File: src/rtl/bullet_scheduler_pkg.sv
// bullet_scheduler_pkg: shared game types for the bullet pool -- directions,
// FSM states, colour codes, arena bounds and the {x, y} position packing.
package bullet_scheduler_pkg;
   localparam int ARENA_MIN = 0;
   localparam int ARENA_MAX = 255;
   typedef enum logic [1:0] {DIR_PX = 2'd0, DIR_NX = 2'd1, DIR_PY = 2'd2, DIR_NY = 2'd3} dir_t;
   typedef enum logic [1:0] {S_IDLE = 2'd0, S_UPDATE = 2'd1, S_STREAM = 2'd2} state_t;
   typedef enum logic [2:0] {
      COL_WHITE, COL_RED, COL_ORANGE, COL_YELLOW, COL_GREEN, COL_CYAN, COL_BLUE, COL_PURPLE
   } color_t;
   typedef struct packed {
      logic [7:0] x;
      logic [7:0] y;
   } pos_t;
   typedef struct packed {
      pos_t   pos;
      color_t color;
      dir_t   dir;
   } slot_t;
   function automatic logic [7:0] abs_diff(input logic [7:0] a, input logic [7:0] b);
      return a >= b ? a - b : b - a;
   endfunction
endpackage

File: src/rtl/bullet_scheduler_slot_update.sv
// bullet_slot_update: combinational move, bounds and collision unit, shared
// by all slots during UPDATE.
module bullet_slot_update
   import bullet_scheduler_pkg::*;
#(
   parameter int STEP  = 1,
   parameter int HIT_R = 4
) (
   input  pos_t i_pos,
   input  dir_t i_dir,
   input  pos_t i_player,
   output pos_t o_pos,
   output logic o_kill,
   output logic o_hit
);
   logic [8:0] w_x;
   logic [8:0] w_y;
   logic       w_oob;
   // 9-bit arithmetic exposes the carry/borrow that leaves the arena
   assign w_x = i_dir == DIR_PX ? {1'b0, i_pos.x} + 9'(STEP) :
                i_dir == DIR_NX ? {1'b0, i_pos.x} - 9'(STEP) : {1'b0, i_pos.x};
   assign w_y = i_dir == DIR_PY ? {1'b0, i_pos.y} + 9'(STEP) :
                i_dir == DIR_NY ? {1'b0, i_pos.y} - 9'(STEP) : {1'b0, i_pos.y};
   assign w_oob = w_x > 9'(ARENA_MAX) || w_y > 9'(ARENA_MAX);
   assign o_pos = '{x: w_x[7:0], y: w_y[7:0]};
   assign o_hit = !w_oob && abs_diff(w_x[7:0], i_player.x) <= 8'(HIT_R)
                         && abs_diff(w_y[7:0], i_player.y) <= 8'(HIT_R);
   assign o_kill = w_oob || o_hit;
endmodule

File: src/rtl/bullet_scheduler.sv
// bullet_scheduler: slot pool of moving bullets; spawns into the lowest free
// slot, moves/collides one slot per cycle on a tick, and streams live slots.
module bullet_scheduler
   import bullet_scheduler_pkg::*;
#(
   parameter int NUM_SLOTS = 8,
   parameter int HIT_R     = 4,
   parameter int STEP      = 1
) (
   input  logic        clk,
   input  logic        reset,
   input  logic        tick,
   input  logic        enable,
   input  logic        spawn_req,
   input  logic [15:0] spawn_pos,
   input  logic [2:0]  spawn_color,
   input  logic [1:0]  spawn_dir,
   input  logic [15:0] player_pos,
   input  logic        render_ready,
   output logic        spawn_ack,
   output logic        bullet_valid,
   output logic [15:0] bullet_pos,
   output logic [2:0]  bullet_color,
   output logic [2:0]  bullet_index,
   output logic        hit,
   output logic [3:0]  active_count
);
   localparam int IW = NUM_SLOTS > 1 ? $clog2(NUM_SLOTS) : 1;
   localparam logic [IW-1:0] LAST = IW'(NUM_SLOTS - 1);

   state_t                 r_state;
   logic [IW-1:0]          r_ptr;
   logic                   r_tick_pend;
   slot_t                  r_slot [NUM_SLOTS];
   logic [NUM_SLOTS-1:0]   r_live;
   logic                   r_spawn_ack;
   logic                   r_hit;
   logic                   r_valid;
   pos_t                   r_bpos;
   logic [2:0]             r_bcol;
   logic [2:0]             r_bidx;
   logic [3:0]             r_count;
   logic                   w_go;
   logic                   w_free_any;
   logic                   w_nxt_any;
   logic [IW-1:0]          w_free_idx;
   logic [IW-1:0]          w_nxt_idx;
   pos_t                   w_new_pos;
   logic                   w_kill;
   logic                   w_hit;

   assign w_go = enable && (tick || r_tick_pend);

   // lowest free slot, and lowest live slot at or above the stream pointer
   always_comb begin
      w_free_any = 1'b0;
      w_free_idx = '0;
      w_nxt_any  = 1'b0;
      w_nxt_idx  = '0;
      for (int i = NUM_SLOTS - 1; i >= 0; i--) begin
         if (!r_live[i]) begin
            w_free_any = 1'b1;
            w_free_idx = IW'(i);
         end
         if (r_live[i] && IW'(i) >= r_ptr) begin
            w_nxt_any = 1'b1;
            w_nxt_idx = IW'(i);
         end
      end
   end

   bullet_slot_update #(.STEP(STEP), .HIT_R(HIT_R)) u_update (
      .i_pos   (r_slot[r_ptr].pos),
      .i_dir   (r_slot[r_ptr].dir),
      .i_player(pos_t'(player_pos)),
      .o_pos   (w_new_pos),
      .o_kill  (w_kill),
      .o_hit   (w_hit)
   );

   always_ff @(posedge clk) begin
      if (reset) begin
         r_state     <= S_IDLE;
         r_ptr       <= '0;
         r_tick_pend <= 1'b0;
         r_live      <= '0;
         r_spawn_ack <= 1'b0;
         r_hit       <= 1'b0;
         r_valid     <= 1'b0;
         r_bpos      <= '0;
         r_bcol      <= '0;
         r_bidx      <= '0;
         r_count     <= '0;
      end else begin
         r_spawn_ack <= 1'b0;
         r_hit       <= 1'b0;
         r_tick_pend <= enable && (r_tick_pend || tick);
         case (r_state)
            S_IDLE: begin
               if (w_go) begin
                  r_state     <= S_UPDATE;
                  r_ptr       <= '0;
                  r_tick_pend <= r_tick_pend && tick;
               end else if (spawn_req && enable && w_free_any && !r_spawn_ack) begin
                  // the guard on r_spawn_ack ignores a request still held during its own ack
                  r_live[w_free_idx] <= 1'b1;
                  r_slot[w_free_idx] <= '{pos: pos_t'(spawn_pos), color: color_t'(spawn_color), dir: dir_t'(spawn_dir)};
                  r_spawn_ack        <= 1'b1;
                  r_count            <= r_count + 1'b1;
               end else if (|r_live) begin
                  r_state <= S_STREAM;
                  r_ptr   <= '0;
               end
            end
            S_UPDATE: begin
               if (enable && r_live[r_ptr]) begin
                  r_slot[r_ptr].pos <= w_new_pos;
                  r_hit             <= w_hit;
                  if (w_kill) begin
                     r_live[r_ptr] <= 1'b0;
                     r_count       <= r_count - 1'b1;
                  end
               end
               r_ptr <= r_ptr + 1'b1;
               if (r_ptr == LAST) r_state <= S_IDLE;
            end
            S_STREAM: begin
               if (r_valid) begin
                  if (render_ready) begin
                     r_valid <= 1'b0;
                     if (w_go) begin
                        r_state     <= S_UPDATE;
                        r_ptr       <= '0;
                        r_tick_pend <= r_tick_pend && tick;
                     end else if (r_ptr == LAST) r_state <= S_IDLE;
                     else r_ptr <= r_ptr + 1'b1;
                  end
               end else if (w_go) begin
                  r_state     <= S_UPDATE;
                  r_ptr       <= '0;
                  r_tick_pend <= r_tick_pend && tick;
               end else if (w_nxt_any) begin
                  r_valid <= 1'b1;
                  r_ptr   <= w_nxt_idx;
                  r_bpos  <= r_slot[w_nxt_idx].pos;
                  r_bcol  <= r_slot[w_nxt_idx].color;
                  r_bidx  <= 3'(w_nxt_idx);
               end else r_state <= S_IDLE;
            end
            default: r_state <= S_IDLE;
         endcase
      end
   end

   assign spawn_ack    = r_spawn_ack;
   assign hit          = r_hit;
   assign bullet_valid = r_valid;
   assign bullet_pos   = r_bpos;
   assign bullet_color = r_bcol;
   assign bullet_index = r_bidx;
   assign active_count = r_count;
endmodule

File: config.mk
export PLATFORM = sky130hd
export DESIGN_NAME = bullet_scheduler
export DESIGN_NICKNAME = d
export VERILOG_FILES = /design/src/rtl/bullet_scheduler_pkg.sv /design/src/rtl/bullet_scheduler_slot_update.sv /design/src/rtl/bullet_scheduler.sv
export SDC_FILE = /design/constraint.sdc
export NUM_CORES = 1
export LEC_CHECK = 0
export CAP_MARGIN = 20
export CELL_PAD_IN_SITES_DETAIL_PLACEMENT = 1
export CELL_PAD_IN_SITES_GLOBAL_PLACEMENT = 1
export CORE_MARGIN = 2
export CORE_UTILIZATION = 25
export CTS_CLUSTER_DIAMETER = 200
export CTS_CLUSTER_SIZE = 14
export DETAILED_ROUTE_END_ITERATION = 7
export PLACE_DENSITY = 0.48
export SYNTH_ARGS = -nofsm -noshare
export SYNTH_HDL_FRONTEND = slang
export SYNTH_HIERARCHICAL = 1
export SYNTH_SLANG_ARGS = --single-unit
File: constraint.sdc
create_clock -name clk -period 7.69 [get_ports clk]
set_input_delay 1.538 -clock clk [delete_from_list [all_inputs] [get_ports clk]]
set_output_delay 1.538 -clock clk [all_outputs]
set_load 0.02 [all_outputs]
Word-level counts from Yosys, hierarchy flattened
Memory sizes are Yosys's and may differ from the RTL's. A register that Yosys moved wholly into a read port is not among the register bits.
Index checks and enable logic that the tools add are counted.
W data, S select, Z words.
Storage, ports and cells
  flip-flop bits (word level): 24
  RAM bits: 168
  bits of input ports: 43
  memories kept: 1
Memories
  r_slot: depth 8, width 21, read ports 2, clocked after Yosys merged registers in 2, write ports 1, line bullet_scheduler.sv:34  | slot_t r_slot [NUM_SLOTS];
Operators by class
  add/subtract/negate cells: 11
  $lt $le $gt $ge: 18
  equality and inequality tests: 16
  muxes and demuxes: 96
  bitwise logic cells: 7
  reduce and logical (&&, ||, !) cells: 34
Operator list (number)
  $mux W3: 28
  $mux W8: 6
  $mux W9: 4
  $mux W1: 35
  $sub A8 B8 Y8: 4
  $mux W21: 1
  $reduce_or A21 Y1: 1
  $mux W2: 10
  $add A8 B1 Y9 const B: 2
  $gt A9 B8 Y1 const B: 2
  $logic_and A1 B1 Y1: 18
  $sub A8 B1 Y9 const B: 2
  $ge A8 B8 Y1: 2
  $le A8 B3 Y1 const B: 2
  $mux W4: 4
  $pmux W8 S2: 1
  $ge A3 B3 Y1 const A: 4
  $ne A4 B4 Y1 const B: 3
  $ne A3 B3 Y1 const B: 3
  $pmux W3 S3: 1
  $and A8 B8 Y8: 1
  $lt A3 B4 Y1 const B: 2
  $not A8 Y8: 1
  $or A8 B8 Y8: 1
  other kinds (27): 44

Depth between registers and ports, before layout
Gate-level depths: netlist (run 1).
  word-level depth: 16
  mapped depth: 27
  gate-level depth less buffers: 23

Cells and area by module
The synthesis (run 1) kept the hierarchy.
Modules (own cells, without submodules)
  bullet_scheduler: times used 1, cells each 747, area each 10124.7 um^2, seq. area each 5965.7 um^2
  bullet_slot_update: times used 1, cells each 243, area each 1669.1 um^2, seq. area each 0.0 um^2

Worst setup path before layout (run 1)
Ideal clock, no wire load.
  kind: register to register
  start point: reg (tool-made name)
  end point: reg r_live[1]
  setup time: 0.128 ns
  arrival time: 6.204 ns
  data required time: 7.562 ns
  setup slack: 1.357 ns
  cell stages (with the launch flop): 25
  path buffers: 3
  period minus slack after synthesis: 6.333 ns
  path through: dfxtp_1 > clkbuf_1 > clkbuf_1 > buf_2 > mux4_2 > mux2_2 > or4_1 > or4b_1 > nand2_1 > xor2_1 > ha_1 > nand4_1 > nor2_2 > a21oi_2 > nor3b_1 > or4_4 > a211oi_2 > nand4_1 > o31ai_1 > and3_1 > nand2_1 > a21boi_1 > nand3_1 > a21oi_1 > nor3_1
RTL lines
  end signal: assignment: line bullet_scheduler.sv:86  | r_live <= '0;
  end signal: indexed assignment: line bullet_scheduler.sv:106  | r_live[w_free_idx] <= 1'b1;
  end signal: indexed assignment: line bullet_scheduler.sv:120  | r_live[r_ptr] <= 1'b0;
  end: declaration: line bullet_scheduler.sv:35  | logic [NUM_SLOTS-1:0] r_live;

==> run_summary.xml, run 1 <==
<?xml version="1.0" encoding="UTF-8"?>
<metrics>
  <group name="timing">
    <metric name="final-setup-viol-count" unit="">0</metric>
    <metric name="fin_max_slew_vios" unit="">0</metric>
    <metric name="unrepaired_setup_endpoints_after_global_routing" unit="">no</metric>
    <metric name="final.period_utilization" unit="%">87.23</metric>
    <metric name="hold_viol" unit="">0</metric>
    <metric name="fin_skew" unit="ns">0.01614</metric>
    <metric name="clock.fmax" unit="GHz">0.1491</metric>
    <metric name="fin_tns_setup" unit="ns">0</metric>
    <metric name="finalCriticalPeriod" unit="ns">6.708</metric>
    <metric name="max-slew-margin-rel" unit="%">33.81</metric>
    <metric name="max_slew.worst_pin.slew" unit="ns">0.9916</metric>
  </group>
  <group name="critical_path">
    <metric name="kind_of_end_point_of_the_critical_path" unit="">register</metric>
    <metric name="worst_r2r_endpoint" unit="">r_live[1]</metric>
    <metric name="path_class" unit="">register to register</metric>
    <metric name="minimum_setup_slack_among_reg_to_reg_paths" unit="ns">0.98</metric>
    <metric name="critical_path_start_type" unit="">register</metric>
    <metric name="worst-endpoint-arrival" unit="ns">7.08</metric>
    <metric name="reg2reg_depth" unit="">25</metric>
    <metric name="critPathSlowestCell" unit="">dfxtp_2</metric>
    <metric name="cp_num_buf_inv" unit="">3</metric>
    <metric name="crit_path_max_incr_delay" unit="ns">0.55</metric>
    <metric name="critical_path.max_fanout" unit="">27</metric>
    <metric name="timing.critical_path.required" unit="ns">8.07</metric>
    <metric name="critical-path-top-delay-family" unit="">simple AND/OR/NAND/NOR gates</metric>
  </group>
  <group name="placement">
    <metric name="postPlaceCellArea" unit="sq um">13230</metric>
    <metric name="hpwl_after_dpl" unit="um">28220</metric>
    <metric name="gp_routability_congestion" unit="">0.7871</metric>
    <metric name="portBuffers" unit="">71</metric>
  </group>
  <group name="pwr">
    <metric name="vdd_ir_max" unit="mV">0.1170</metric>
    <metric name="power_density" unit="nW/um^2">188.0</metric>
    <metric name="leakage_component_of_the_power" unit="nW">4.500</metric>
    <metric name="total_switching_power" unit="W">0.0007007</metric>
    <metric name="power.clock.fraction" unit="%">35.0</metric>
    <metric name="internal-power" unit="W">0.001892</metric>
    <metric name="seq_power_share" unit="%">49.5</metric>
    <metric name="sw_frac_of_total" unit="%">27.03</metric>
    <metric name="share_comb_of_total_power" unit="%">15.5</metric>
  </group>
  <group name="clock_network">
    <metric name="cts_tree" unit="">done</metric>
    <metric name="ctsHoldBuffers" unit="">0</metric>
    <metric name="tritoncts.num_buffers" unit="">19</metric>
    <metric name="cts.repair.resized" unit="">0</metric>
    <metric name="cts_setup_buffers" unit="">0</metric>
    <metric name="clk_latency" unit="ns">0.52</metric>
    <metric name="clock_pin_transition_on_the_worst_setup_and_hold_timing_paths" unit="ns">0.07</metric>
    <metric name="buffer_levels_on_the_longest_clock_path" unit="">3</metric>
    <metric name="clk_root_buffer_cell" unit="">clkbuf_16</metric>
    <metric name="h_tree_lvls" unit="">1</metric>
    <metric name="clock_sinks" unit="">214</metric>
  </group>
  <group name="die">
    <metric name="die_width" unit="um">221.2</metric>
    <metric name="die_h" unit="um">221.2</metric>
    <metric name="initial_utilization" unit="%">25.33</metric>
    <metric name="core_area" unit="sq um">46560</metric>
    <metric name="i_o_pin_cnt" unit="">72</metric>
    <metric name="die_area" unit="sq um">48930</metric>
    <metric name="number_of_core_rows" unit="">79</metric>
  </group>
  <group name="finish">
    <metric name="diodes" unit="">0</metric>
    <metric name="drive_above_1_share" unit="%">15.54</metric>
    <metric name="num-nets-final" unit="">1140</metric>
    <metric name="fill_cells" unit="">5074</metric>
    <metric name="stdcell_area" unit="sq um">13790</metric>
    <metric name="relative_area_change_from_synthesis_to_final_layout" unit="%">16.92</metric>
  </group>
  <group name="outcome">
    <metric name="outcome" unit="">finished clean</metric>
  </group>
  <group name="flow_run">
    <metric name="maxcap_viol_count" unit="">0</metric>
  </group>
  <group name="yosys">
    <metric name="synth_cells" unit="">990</metric>
    <metric name="yosysWarningCount" unit="">6</metric>
    <metric name="yosys-top-cells-count" unit="">edfxtp_1 (168), nand2_1 (96), nor2_1 (62)</metric>
    <metric name="ys.flop_type" unit="">edfxtp_1</metric>
    <metric name="post-synth-top-count-cell" unit="">edfxtp_1</metric>
    <metric name="synth.avg_cell_area" unit="sq um">11.91</metric>
    <metric name="netlist-cell-type-count" unit="">85</metric>
    <metric name="syn-cell-area" unit="sq um">11790</metric>
    <metric name="synthDominantCellAreaShare" unit="%">42.78</metric>
    <metric name="synth_edf_count" unit="">168</metric>
    <metric name="synth_sequential_area_ratio" unit="%">50.58</metric>
    <metric name="syn_nets" unit="">1078</metric>
    <metric name="synth_top_cells_by_area" unit="">edfxtp_1 (43%), dfxtp_1 (7.8%), mux4_2 (7.3%)</metric>
    <metric name="async_reset_ff_share" unit="%">0</metric>
    <metric name="synthDominantAreaCellType" unit="">edfxtp_1</metric>
    <metric name="synth_seq_cells" unit="">214</metric>
  </group>
  <group name="route">
    <metric name="route.detailed.vias_per_inst" unit="">5.212</metric>
    <metric name="num_vias" unit="">8698</metric>
    <metric name="postRouteWirelength" unit="um">41580</metric>
    <metric name="first_pass_iters" unit="">5</metric>
    <metric name="drcViolationCount" unit="">0</metric>
    <metric name="drtIter0Drc" unit="">490</metric>
    <metric name="drt.antenna.violating_nets" unit="">0</metric>
    <metric name="wire_per_inst" unit="um">24.91</metric>
  </group>
  <group name="hold_path">
    <metric name="min_delay_worst_endpoint" unit="">bullet_index[2]</metric>
    <metric name="whs_path_depth" unit="">2</metric>
    <metric name="holdCritStartpoint" unit="">bullet_index[2]</metric>
    <metric name="worstHoldPathType" unit="">register to register</metric>
  </group>
  <group name="grt">
    <metric name="first_global_vias" unit="">9284</metric>
    <metric name="global_route_wire_length_before_repair" unit="um">61910</metric>
    <metric name="grt-ovfl-total" unit="">0</metric>
    <metric name="antenna_found_initial" unit="">0</metric>
    <metric name="grt_start_max_net_pins" unit="">46</metric>
    <metric name="track_usage" unit="%">16.74</metric>
  </group>
</metrics>
==> area by class of cell <==
cell class | count | area [sq um] | area share (%)
Inverter | 49 | 186.4 | 1.352
Clock inverter | 2 | 20.02 | 0.1452
Sequential cell | 214 | 5968 | 43.28
Multi-Input combinational cell | 669 | 5394 | 39.12
Tap cell | 607 | 759.5 | 5.508
Clock buffer | 29 | 513.0 | 3.720
Timing Repair Buffer | 99 | 948.4 | 6.878
==> power groups by stage <==
stage               Clock, W  Combinational [W]  Sequential [W]
global placement           0           0.000404         0.00131
global route        0.000971           0.000442         0.00128
floorplan                  0           0.000248         0.00131
CTS                 0.000937           0.000406         0.00128
finish              0.000908           0.000402         0.00128
detailed placement         0           0.000403         0.00131
==> cell usage in the layout (no fill, tap or decap), types with 12 or more instances in the layout <==
cell / count
a21oi_1: 42
a221oi_1: 15
a22o_1: 16
a22oi_1: 35
a311o_1: 14
a31oi_1: 23
a41oi_1: 14
buf_4: 26
clkbuf_16: 19
clkdlybuf4s50_1: 70
dfxtp_1: 44
edfxtp_1: 168
ha_1: 44
inv_1: 47
mux2_2: 46
mux4_2: 38
nand2_1: 96
nand3_1: 12
nor2_1: 55
nor2b_1: 12
nor3_1: 15
o21ai_0: 17
xnor2_1: 12
xor2_1: 13
==> registers in the layout (all words and copies together) (netlist names), 2 cells and up, named ones only <==
| signal | cells |
|---|---|
| bullet_index | 3 |
| r_slot | 168 |
| r_live | 8 |
| active_count | 4 |
| bullet_color | 3 |
| r_state | 2 |
| r_ptr | 3 |
| bullet_pos | 16 |
==> cell families after synthesis <==
family | synth area share [%]
AOI/OAI and AO/OA | 15.47
xor gates and xnor gates | 1.857
adders and majority gates | 4.838
buffers and inverters | 4.000
DFF | 50.58
muxes | 12.16
and+or+nand+nor | 11.10
==> per-layer routing <==
layer  vias to the layer above  routed length [um]  global-route usage [%]
li1                       3958                   -                       -
met1                      4511               18690                   21.99
met2                       169               20310                   28.76
met3                        60                1622                   2.709
met4                         0                 965                   3.984
met5                         -                   0                       0
==> worst reg2reg max path: cells and delay by family (launching register included) <==
family / cells / cell delay, ns
flip-flops: 1 / 0.55
AO/OA/AOI/OAI: 8 / 1.62
multiplexers: 2 / 0.93
buffers and inverters: 3 / 0.67
XOR/XNOR: 1 / 0.40
adder cells (fa/ha/maj): 1 / 0.38
AND/OR/NAND/NOR: 10 / 2.03
==> per-stage QoR <==
stage	utilization (%)	cells	power [W]	setup slack [ns]	hold slack (ns)
final	29.62	1669	0.002593	0.9818	0.4591
after global routing	29.62	1669	0.002698	0.5426	0.4811
after CTS	29.56	1668	0.002626	0.9491	0.4650
after detailed placement	28.42	1637	0.001712	0.9881	0.4547
after global placement	28.42	1637	0.001713	0.9712	0.4480
after floorplan	-	990	0.001559	1.357	0.4590
==> how the worst max path moves through the flow <==
stage | slack [ns] | start | cells after the start | endpoint
after floorplan | 1.36 | register | 24 | r_live[1]
after CTS | 0.95 | register | 25 | r_live[1]
after global routing | 0.54 | register | 25 | r_live[1]
after detailed placement | 0.99 | register | 25 | r_live[1]
after global placement | 0.97 | register | 25 | r_live[1]
final | 0.98 | register | 25 | r_live[1]
(Power assumes the default switching activity.)
==> run 2: changes to the inputs <==
==> constraint.sdc (replaced) <==
create_clock -name clk -period 8.25 [get_ports clk]
set_input_delay 1.65 -clock clk [delete_from_list [all_inputs] [get_ports clk]]
set_output_delay 1.65 -clock clk [all_outputs]
set_load 0.02 [all_outputs]
==> run_summary.xml, run 2 (synthesis gave the netlist of run 1 again) <==
<?xml version="1.0" encoding="UTF-8"?>
<metrics>
  <group name="outcome">
    <metric name="outcome" unit="">finished clean</metric>
  </group>
  <group name="clock_network">
    <metric name="cts_tree" unit="">done</metric>
    <metric name="h_tree_lvls" unit="">1</metric>
    <metric name="clk_latency" unit="ns">0.51</metric>
    <metric name="clk_root_buffer_cell" unit="">clkbuf_16</metric>
    <metric name="tritoncts.num_buffers" unit="">19</metric>
    <metric name="ctsHoldBuffers" unit="">0</metric>
    <metric name="clock_pin_transition_on_the_worst_setup_and_hold_timing_paths" unit="ns">0.07</metric>
    <metric name="clock_sinks" unit="">214</metric>
    <metric name="buffer_levels_on_the_longest_clock_path" unit="">3</metric>
    <metric name="cts.repair.resized" unit="">0</metric>
    <metric name="cts_setup_buffers" unit="">0</metric>
  </group>
  <group name="timing">
    <metric name="fin_max_slew_vios" unit="">0</metric>
    <metric name="unrepaired_setup_endpoints_after_global_routing" unit="">no</metric>
    <metric name="final.period_utilization" unit="%">84.44</metric>
    <metric name="max-slew-margin-rel" unit="%">30.23</metric>
    <metric name="max_slew.worst_pin.slew" unit="ns">1.045</metric>
    <metric name="fin_tns_setup" unit="ns">0</metric>
    <metric name="final-setup-viol-count" unit="">0</metric>
    <metric name="clock.fmax" unit="GHz">0.1436</metric>
    <metric name="fin_skew" unit="ns">0.01723</metric>
    <metric name="hold_viol" unit="">0</metric>
    <metric name="worst_slack" unit="ns">1.284</metric>
    <metric name="finalCriticalPeriod" unit="ns">6.966</metric>
  </group>
  <group name="route">
    <metric name="postRouteWirelength" unit="um">40320</metric>
    <metric name="drt.antenna.violating_nets" unit="">0</metric>
    <metric name="wire_per_inst" unit="um">24.16</metric>
    <metric name="first_pass_iters" unit="">5</metric>
    <metric name="num_vias" unit="">8679</metric>
    <metric name="drcViolationCount" unit="">0</metric>
    <metric name="drtIter0Drc" unit="">584</metric>
    <metric name="route.detailed.vias_per_inst" unit="">5.200</metric>
  </group>
  <group name="critical_path">
    <metric name="critical_path.max_fanout" unit="">16</metric>
    <metric name="crit_path_max_incr_delay" unit="ns">0.71</metric>
    <metric name="worst-endpoint-arrival" unit="ns">7.33</metric>
    <metric name="cp_num_buf_inv" unit="">2</metric>
    <metric name="minimum_setup_slack_among_reg_to_reg_paths" unit="ns">1.28</metric>
    <metric name="critPathSlowestCell" unit="">dfxtp_2</metric>
    <metric name="worst_r2r_endpoint" unit="">r_live[1]</metric>
    <metric name="path_class" unit="">register to register</metric>
    <metric name="reg2reg_depth" unit="">23</metric>
    <metric name="timing.critical_path.cells" unit="">buf_4 -&gt; mux4_2 -&gt; mux2_2 -&gt; or4_1 -&gt; or4b_1 -&gt; nand2_1 -&gt; xor2_1 -&gt; ha_1 -&gt; nand4_1 -&gt; nor2_2 -&gt; a21oi_2 -&gt; nor3b_1 -&gt; or4_4 -&gt; a211oi_2 -&gt; nand4_1 -&gt; o31ai_1 -&gt; buf_4 -&gt; and3_1 -&gt; nand2_1 -&gt; a21boi_1 -&gt; nand3_1 -&gt; a21oi_1 -&gt; nor3_1</metric>
    <metric name="kind_of_end_point_of_the_critical_path" unit="">register</metric>
    <metric name="timing.critical_path.required" unit="ns">8.62</metric>
    <metric name="critical-path-top-delay-family" unit="">simple AND/OR/NAND/NOR gates</metric>
    <metric name="critical_path_start_type" unit="">register</metric>
  </group>
  <group name="pwr">
    <metric name="vdd_ir_max" unit="mV">0.1146</metric>
    <metric name="leakage_component_of_the_power" unit="nW">4.474</metric>
    <metric name="power_density" unit="nW/um^2">175.5</metric>
  </group>
  <group name="flow_run">
    <metric name="maxcap_viol_count" unit="">0</metric>
  </group>
  <group name="finish">
    <metric name="drive_above_1_share" unit="%">15.27</metric>
    <metric name="largest_register" unit="">r_slot</metric>
    <metric name="largest_reg_flops" unit="">168</metric>
    <metric name="mostFrequentLayoutCell" unit="">edfxtp_1</metric>
    <metric name="fill_cells" unit="">5062</metric>
    <metric name="multi_input_area" unit="sq um">5396</metric>
    <metric name="relative_area_change_from_synthesis_to_final_layout" unit="%">16.53</metric>
    <metric name="layout.area.seq" unit="sq um">5968</metric>
    <metric name="top_library_cells_by_usage_in_the_layout_fill_and_taps_aside" unit="">edfxtp_1 (168), nand2_1 (96), clkdlybuf4s50_1 (70), nor2_1 (54), inv_1 (47)</metric>
    <metric name="stdcell_area" unit="sq um">13740</metric>
    <metric name="finalNonFillerCells" unit="">1669</metric>
    <metric name="num-nets-final" unit="">1136</metric>
  </group>
  <group name="die">
    <metric name="die_width" unit="um">221.2</metric>
    <metric name="die_h" unit="um">221.2</metric>
    <metric name="i_o_pin_cnt" unit="">72</metric>
    <metric name="number_of_core_rows" unit="">79</metric>
    <metric name="core_area" unit="sq um">46560</metric>
    <metric name="die_area" unit="sq um">48930</metric>
    <metric name="initial_utilization" unit="%">25.33</metric>
  </group>
  <group name="hold_path">
    <metric name="holdCritStartpoint" unit="">bullet_index[2]</metric>
    <metric name="worstHoldPathType" unit="">register to register</metric>
    <metric name="whs_path_depth" unit="">2</metric>
    <metric name="min_delay_worst_endpoint" unit="">bullet_index[2]</metric>
  </group>
  <group name="grt">
    <metric name="track_usage" unit="%">16.09</metric>
    <metric name="antenna_found_initial" unit="">0</metric>
    <metric name="global_route_wire_length_before_repair" unit="um">59880</metric>
    <metric name="first_global_vias" unit="">9000</metric>
    <metric name="grt_start_max_net_pins" unit="">46</metric>
    <metric name="grt-ovfl-total" unit="">0</metric>
  </group>
  <group name="placement">
    <metric name="dpl_worst_slack" unit="ns">1.236</metric>
    <metric name="portBuffers" unit="">71</metric>
    <metric name="gp_routability_congestion" unit="">0.7728</metric>
    <metric name="postPlaceCellArea" unit="sq um">13200</metric>
    <metric name="place.detailed.instances" unit="">1634</metric>
    <metric name="hpwl_after_dpl" unit="um">27660</metric>
  </group>
</metrics>
run 2: changes by cell type in the layout (fill, tap and decap cells not counted):
cell      delta
buf_4        -2
buf_12       -1
clkbuf_1     +3
diode_2      +1
nor2_2       +1
nor2_1       -1
buf_16       -1
run 2: worst reg2reg max path, cell delays in order (launching register included):
cell and delay [ns]:
dfxtp_2 0.71, buf_4 0.32, mux4_2 0.32, mux2_2 0.45
or4_1 0.58, or4b_1 0.52, nand2_1 0.11, xor2_1 0.25
ha_1 0.33, nand4_1 0.16, nor2_2 0.08, a21oi_2 0.31
nor3b_1 0.12, or4_4 0.49, a211oi_2 0.28, nand4_1 0.14
o31ai_1 0.32, buf_4 0.20, and3_1 0.18, nand2_1 0.10
a21boi_1 0.51, nand3_1 0.14, a21oi_1 0.17, nor3_1 0.05
run 2: area by class of cell:
cell class | instances | share of cell area (%)
antenna | 1 | 0.01821
clock buffer | 32 | 3.815
clock inverter | 2 | 0.1457
inverter | 49 | 1.357
multi-input combinational | 669 | 39.27
sequential | 214 | 43.43
tap | 607 | 5.526
timing repair buffer | 95 | 6.446
run 2: how the worst max path moves through the flow:
stage                   from   endpoint  slack, ns  cells past startpoint
floorplan           register  r_live[1]       1.92                     24
global placement    register  r_live[1]       1.34                     23
detailed placement  register  r_live[1]       1.24                     23
CTS                 register  r_live[0]       1.21                     23
global route        register  r_live[0]       0.67                     24
finish              register  r_live[1]       1.28                     23
run 2: layer usage:
layer	vias to the layer above	share of wire [%]	global-route usage, %
li1	3955	-	-
met1	4496	47	22.13
met2	178	47	26.62
met3	50	3.7	2.284
met4	0	2.3	4.005
met5	-	0	0
run 2: through the flow:
stage / util (%) / power, W / hold slack, ns
2_1_floorplan: - / 0.001453 / 0.4590
3_3_place_gp: 28.35 / 0.001588 / 0.4514
3_5_place_dp: 28.35 / 0.001589 / 0.4570
4_1_cts: 29.51 / 0.002440 / 0.4673
5_1_grt: 29.51 / 0.002514 / 0.4927
6_report: 29.52 / 0.002412 / 0.4603
run 2: where the power goes:
part	switching [W]	internal [W]	total (W)
Clock	0.000413	0.000438	0.000851
Combinational	0.000217	0.000149	0.000366
Sequential	0.0000165	0.00118	0.00119
